### src/rtl/hififo_pkg.sv
// Shared types and helpers for the hififo write-request arbitration path.
package hififo_pkg;

  localparam int HIFIFO_WR_W   = 66;
  localparam int HIFIFO_WR_EOP = 65;

  typedef enum logic {
    ARB_IDLE = 1'b0,
    ARB_BUSY = 1'b1
  } arb_state_t;

  // Round-robin successor of ptr among n requesters.
  function automatic int rr_next(input int ptr, input int n);
    return (ptr + 1 >= n) ? 0 : ptr + 1;
  endfunction

endpackage

### src/rtl/hififo_rr_pick.sv
// Combinational rotating-priority encoder: first candidate at or after ptr, wrapping modulo N.
module hififo_rr_pick #(
  parameter int N  = 4,
  parameter int PW = (N > 1) ? $clog2(N) : 1
) (
  input  logic [N-1:0]  candidates,
  input  logic [PW-1:0] ptr,
  output logic [N-1:0]  pick,
  output logic          any
);

  logic [PW:0]   w_sum;
  logic [PW-1:0] w_idx;

  always_comb begin
    pick  = '0;
    any   = 1'b0;
    w_sum = '0;
    w_idx = '0;
    for (int k = 0; k < N; k++) begin
      // One extra bit keeps ptr+k exact before the modulo fold for non-power-of-two N.
      w_sum = {1'b0, ptr} + (PW+1)'(k);
      if (w_sum >= (PW+1)'(N)) begin
        w_sum = w_sum - (PW+1)'(N);
      end
      w_idx = w_sum[PW-1:0];
      if (!any && candidates[w_idx]) begin
        pick[w_idx] = 1'b1;
        any         = 1'b1;
      end
    end
  end

endmodule

### src/rtl/hififo_wr_arbiter.sv
// Packet-locked round-robin arbiter sharing the pcie_tx write-request port between tpc FIFOs.
// Optional per-requester packet counters are enabled with HIFIFO_WR_ARB_STATS_EN.
module hififo_wr_arbiter
  import hififo_pkg::*;
#(
  parameter int N = 4,
  parameter int W = HIFIFO_WR_W
) (
  input  logic           clock,
  input  logic           reset,
  input  logic [N-1:0]   req_valid,
  input  logic [N*W-1:0] req_data,
  output logic [N-1:0]   req_ready,
  input  logic [N-1:0]   req_mask,
  output logic           wr_valid,
  output logic [W-1:0]   wr_data,
  input  logic           wr_ready,
  output logic [N-1:0]   grant,
  output logic           busy
`ifdef HIFIFO_WR_ARB_STATS_EN
  ,
  input  logic           stats_clear,
  output logic [N*32-1:0] pkt_count
`endif
);

  localparam int PW = (N > 1) ? $clog2(N) : 1;

  arb_state_t    r_state;
  logic [PW-1:0] r_ptr;
  logic [PW-1:0] r_gidx;
  logic [N-1:0]  r_grant;
  logic          r_busy;

  logic [W-1:0]  w_beat [N];
  logic [N-1:0]  w_cand;
  logic [N-1:0]  w_pick;
  logic          w_any;
  logic [PW-1:0] w_pick_idx;
  logic          w_eop_xfer;

  generate
    for (genvar gi = 0; gi < N; gi++) begin : g_beat
      assign w_beat[gi] = req_data[gi*W +: W];
    end
  endgenerate

  assign w_cand = req_valid & ~req_mask;

  hififo_rr_pick #(
    .N  (N),
    .PW (PW)
  ) u_pick (
    .candidates (w_cand),
    .ptr        (r_ptr),
    .pick       (w_pick),
    .any        (w_any)
  );

  always_comb begin
    w_pick_idx = '0;
    for (int i = 0; i < N; i++) begin
      if (w_pick[i]) begin
        w_pick_idx = PW'(i);
      end
    end
  end

  // Owner's handshake passes straight through so the lock adds no latency or buffering.
  assign wr_valid   = r_busy & req_valid[r_gidx];
  assign wr_data    = r_busy ? w_beat[r_gidx] : '0;
  assign req_ready  = r_grant & {N{wr_ready}};
  assign w_eop_xfer = wr_valid & wr_ready & wr_data[W-1];
  assign grant      = r_grant;
  assign busy       = r_busy;

  always_ff @(posedge clock or posedge reset) begin
    if (reset) begin
      r_state <= ARB_IDLE;
      r_ptr   <= '0;
      r_gidx  <= '0;
      r_grant <= '0;
      r_busy  <= 1'b0;
    end else begin
      case (r_state)
        ARB_IDLE: begin
          if (w_any) begin
            r_state <= ARB_BUSY;
            r_grant <= w_pick;
            r_gidx  <= w_pick_idx;
            r_busy  <= 1'b1;
          end
        end
        ARB_BUSY: begin
          if (w_eop_xfer) begin
            r_state <= ARB_IDLE;
            r_grant <= '0;
            r_busy  <= 1'b0;
            r_ptr   <= PW'(rr_next(int'(r_gidx), N));
          end
        end
        default: r_state <= ARB_IDLE;
      endcase
    end
  end

`ifdef HIFIFO_WR_ARB_STATS_EN
  generate
    for (genvar gi = 0; gi < N; gi++) begin : g_stats
      logic [31:0] r_cnt;
      always_ff @(posedge clock or posedge reset) begin
        if (reset) begin
          r_cnt <= '0;
        end else if (stats_clear) begin
          r_cnt <= '0;
        end else if (w_eop_xfer && (r_gidx == PW'(gi))) begin
          r_cnt <= r_cnt + 32'd1;
        end
      end
      assign pkt_count[gi*32 +: 32] = r_cnt;
    end
  endgenerate
`endif

endmodule

### config.mk
export PLATFORM = sky130hd
export DESIGN_NAME = hififo_wr_arbiter
export DESIGN_NICKNAME = d
export VERILOG_FILES = /design/src/rtl/hififo_pkg.sv /design/src/rtl/hififo_rr_pick.sv /design/src/rtl/hififo_wr_arbiter.sv
export SDC_FILE = /design/constraint.sdc
export NUM_CORES = 1
export LEC_CHECK = 0
export ABC_AREA = 1
export BUFFER_PORTS_ARGS = -buffer_cell sky130_fd_sc_hd__clkbuf_2
export CORE_AREA = 2 2 137 139
export CTS_CLUSTER_DIAMETER = 80
export DETAILED_ROUTE_END_ITERATION = 8
export DIE_AREA = 0 0 139 141
export SYNTH_ARGS = -nofsm -noshare
export SYNTH_HDL_FRONTEND = slang
export SYNTH_SLANG_ARGS = --single-unit
### constraint.sdc
create_clock -name clock -period 1.95 [get_ports clock]
set_clock_uncertainty 0.2 [all_clocks]
set_input_delay 0.39 -clock clock [delete_from_list [all_inputs] [get_ports clock]]
set_output_delay 0.39 -clock clock [all_outputs]
set_load 0.1 [all_outputs]
Word-level counts from Yosys, hierarchy flattened
Cells that the tools add are included.
W data, S select, Z words.
- register bits after elaboration: 10
- input port bits: 275
- output and inout port bits: 76
- word-level logic and storage cells: 101
- add/sub/neg operators: 8
- $lt $le $gt $ge: 15
- equality and inequality tests: 2
- muxes and demuxes: 47
- bitwise gates (word level): 11
- reduce and logical (&&, ||, !) cells: 13
- operator list (kind ; count):
    $mux W66 ; 3
    $bmux W66 S2 ; 1
    $mux W4 ; 6
    $mux W1 ; 18
    $ge A3 B3 Y1 const B ; 5
    $lt A2 B3 Y1 const B ; 5
    $mux W2 ; 7
    $or A4 B4 Y4 ; 3
    $bmux W1 S2 ; 5
    $and A4 B4 Y4 ; 2
    $demux W1 S2 ; 4
    $ge A2 B1 Y1 const B ; 4
    $pmux W4 S2 ; 1
    $sub A2 B1 Y2 const B ; 4
    $logic_and A1 B1 Y1 ; 7
    $add A2 B1 Y3 const B ; 2
    $add A2 B2 Y3 const B ; 2
    $reduce_and A2 Y1 ; 3
    $ne A2 B1 Y1 const B ; 2
    $not A4 Y4 ; 1
    $pmux W1 S2 ; 2
    $and A1 B1 Y1 ; 3
    $ge A2 B3 Y1 const B ; 1
    $logic_not A1 Y1 ; 3
    other kinds (2) ; 2

Longest topological paths before layout
- depth after elaboration: 17
- depth in mapped cells: 12
- mapped depth without buffers: 12

Hierarchy
From an unflattened synthesis, not the netlist that was laid out.
- cell total of the unflattened synthesis: 660
- area, all modules: 3233.1 um^2
- by module, submodules not included (module ; instances ; cells each ; area an instance (um^2)):
    hififo_wr_arbiter ; 1 ; 584 ; 2808.9
    hififo_rr_pick ; 1 ; 76 ; 424.2

Least setup slack after synthesis
OpenSTA, ideal clock, no wires.
- path type: register -> output
- start: reg r_busy (netlist: busy)
- end: out wr_data[23]
- arrival time: 3046 ps
- data required time: 1360 ps
- path slack: -1686 ps
- cell stages (with the launch flop): 5
- buffers on the path: 2
- cell sequence: dfrtp_1 > inv_1 > clkbuf_1 > clkbuf_1 > a21oi_1
- longest elaborated chain between the ends: 1
- RTL lines (item ; line ; text):
    start, declared ; hififo_wr_arbiter.sv:33 ; logic r_busy;
    start signal, assigned ; hififo_wr_arbiter.sv:83 ; r_busy <= 1'b0;
    start signal, assigned ; hififo_wr_arbiter.sv:91 ; r_busy <= 1'b1;
    start signal, assigned ; hififo_wr_arbiter.sv:98 ; r_busy <= 1'b0;
    $mux W66 ; hififo_wr_arbiter.sv:71 ; assign wr_data = r_busy ? w_beat[r_gidx] : '0;
    end, declared ; hififo_wr_arbiter.sv:16 ; output logic [W-1:0] wr_data,
No other way between the ends.

Worst setup path in the final report
- start: reg r_gidx[0]
- end: out wr_data[25]
- longest elaborated chain between the ends: 5
- RTL lines (item ; line ; text):
    start, declared ; hififo_wr_arbiter.sv:31 ; logic [PW-1:0] r_gidx;
    start signal, assigned ; hififo_wr_arbiter.sv:90 ; r_gidx <= w_pick_idx;
    $not A2 Y3 (implied by the code) ; hififo_wr_arbiter.sv:71 ;
    $bmux W66 S2 ; hififo_wr_arbiter.sv:71 ;
    $mux W66 (implied by the code) (2 in series) ; hififo_wr_arbiter.sv:71 ;
    $mux W66 ; hififo_wr_arbiter.sv:71 ;
No other way between the ends. The select of a mux whose other input is x is not followed.

==> impl_metrics.py <==
metrics = {
    "status": {
        "status": "complete, but fails checks",
        "violations": "negative setup slack",
    },
    "critical_path": {
        "worstReg2RegEnd": "r_ptr[0]",
        "critical-path-max-stage-delay_ps": 490,
        "cp_max_fo": 18,
        "required_ps": 1360,
        "crit_type": "flip-flop to output pin",
        "reg2reg_depth": 11,
        "crit_path_top_delay_cell": "dfrtp_4",
        "cp_top_family": "buffers and inverters",
        "crit_path_start": "r_gidx[0]",
        "path_cells": "buf_12 -> buf_12 -> nor2_1 -> nor2_1 -> o21ai_2 -> a21oi_4 -> buf_12",
        "r2r_slack_ps": -40,
        "worst-path-stages": 7,
        "crit_arrival_ps": 1720,
        "endpoint": "wr_data[25]",
        "path_buf_inv": 3,
        "r2r-start": "r_gidx[0]",
        "startpoint_type": "flip-flop",
        "cp_common_cell": "buf_12",
        "crit_path_end_kind": "output pin",
    },
    "finish": {
        "nNetsFinal": 1301,
        "design_area_sq_um": 8260,
        "utilization_pct": 45.2,
        "final_cell_mix": "279 x clkbuf_2, 249 x nor2_1, 94 x buf_12",
        "syn_to_final_growth_pct": 161,
        "fin_cells": 1251,
        "antenna_cells": 0,
        "final_common_cell": "clkbuf_2",
        "drive_gt1_share_pct": 63.1,
    },
    "placed_design": {
        "place_inst": 1236,
        "port_buffers": 350,
        "dp_hpwl_um": 15100,
        "dpl_cell_area_sq_um": 7470,
        "place.gp.congestion": 0.886,
    },
    "drt": {
        "routed_wl_um": 18800,
        "first_iter_violations": 152,
        "dr.pass1.iters": 5,
        "ant_nets": 0,
        "vias_per_cell": 4.56,
        "num_vias": 5702,
        "remaining_drc_errors": 0,
        "wire_per_inst_um": 15.1,
    },
    "global_route": {
        "grt_max_degree": 33,
        "overflow": 0,
        "grt_pass1_wl_um": 29200,
        "antenna_found_initial": 0,
        "grt_pass1_vias": 5612,
        "track_usage_pct": 18.1,
    },
    "floorplanning": {
        "ioPinCount": 351,
        "die_area_sq_um": 19600,
        "die_x_um": 139,
        "die_y_um": 141,
        "initial_utilization_pct": 17.3,
        "row_count": 50,
        "core_area_sq_um": 18300,
    },
    "cts": {
        "clkTransAtPathRegs_ps": 40,
        "clock_sinks": 10,
        "clockBufferDepth": 2,
        "cts_tree": "yes",
        "cts_buffers": 3,
        "htreeDepth": 1,
        "clk_latency_ps": 240,
        "clock-root-buffer": "clkbuf_16",
    },
    "yosys": {
        "synthAdderAreaFrac_pct": 3.16,
        "syn-num-nets": 937,
        "synth_top_area_share_pct": 31.8,
        "synth_compound_area_share_pct": 32.8,
        "synth_xor_area_share_pct": 0,
        "synth_cell_types": 25,
        "synth_largest_area_cell": "nor2_1",
        "synth_area_sq_um": 3160,
        "synth_seq_cells": 10,
        "yosysWarningCount": 0,
        "post_synth_inst_count": 654,
        "seq_area_frac_synth_pct": 7.91,
        "syn_avg_cell_area_sq_um": 4.84,
        "synthMuxAreaShare_pct": 0,
        "yosys.area_share.simple_pct": 46.0,
        "synth_top_family_by_area": "simple AND/OR/NAND/NOR gates",
        "synthTopCellsByArea": "nor2_1 32%, o21ai_0 21%, a21oi_1 10%",
    },
    "sta": {
        "max_slew.worst_pin.slew_ps": 551,
        "holdWs_ps": 330,
        "max_freq_mhz": 433,
        "rsz0062_at_grt": "true",
        "timing.final.ws_setup_ps": -362,
        "period_share_pct": 119,
        "relSlewSlack_pct": 63.4,
        "drv_slew": 0,
        "finalCriticalPeriod_ps": 2310,
        "finalSetupViolations": 70,
        "final-hold-violation-count": 0,
    },
    "flow_run": {
        "cap_violations": 0,
    },
    "min_path": {
        "min_path_type": "flip-flop to flip-flop",
    },
}
-- kinds of logic (layout without fill, tap and decap cells) --
group	count (synthesis)	count (layout)
AND/OR/NAND/NOR	357	357
AO/OA/AOI/OAI	205	205
flip-flops	10	10
buffers and inverters	74	437
adder cells (fa/ha/maj)	8	8
-- routing by layer --
metal | wire length (um) | vias up | track usage, %
met2 | 9750 | 207 | 33.2
met4 | 340 | 0 | 3.08
met3 | 1030 | 29 | 2.72
met5 | 0 | - | 0
met1 | 7720 | 2577 | 22.7
li1 | - | 2889 | -
-- through the flow --
| step | setup slack (ps) | setup TNS, ps |
|---|---|---|
| floorplan | -264 | -16840 |
| global placement | -171 | -5100 |
| detailed placement | -176 | -5990 |
| CTS | -373 | -21630 |
| global route | -451 | -27230 |
| finish | -362 | -21240 |
-- Yosys cell counts (all sizes together) --
library cell	number
inv	22
nor2	273
clkinv	2
nand3	34
a21oi	67
nand4	2
nand2	48
o21ai	138
dfrtp	10
ha	8
clkbuf	27
buf	23
-- worst min-delay path by stage --
stage          startpoint         to  slack (ps)  depth (start not counted)
2_1_floorplan       reset  r_gidx[0]          30                          1
3_3_place_gp        reset       busy         180                          2
3_5_place_dp        reset       busy         190                          2
4_1_cts          grant[3]   grant[3]         330                          2
5_1_grt          grant[3]   grant[3]         350                          2
6_report         grant[3]   grant[3]         330                          2
-- registers in the layout, indices dropped and copies added (netlist names) --
register and flops:
busy 1, grant 4, r_gidx 2, r_ptr 2, r_state 1
-- timing repair --
item,4_1_cts,5_1_grt
gates resized for setup,123,69
hold buffers,1,0
cloned,1,2
pin swaps,13,11
setup buffers,1,8
endpoints found under the hold margin,10,0
setup endpoints to repair,74,77
-- worst register-to-register path: stages (launching register included) --
cell	delay (ps)
dfrtp_4	540
inv_12	110
buf_12	120
buf_12	140
o21ai_4	70
a21oi_4	200
nand2_2	90
nor2_4	150
nand2_4	100
clkinv_4	90
nand2_1	50
o21ai_1	60
-- layout make-up --
class	count	area [sq um]
multi-input combinational	570	3840
clock buffer	4	88.8
tap	234	293
inverter	24	131
fill	1836	10000
timing repair buffer	409	3640
sequential	10	267
Power is left out: the tool's default activity adds up to more than one toggle a clock period on the data nets, which glitch-free logic cannot reach.
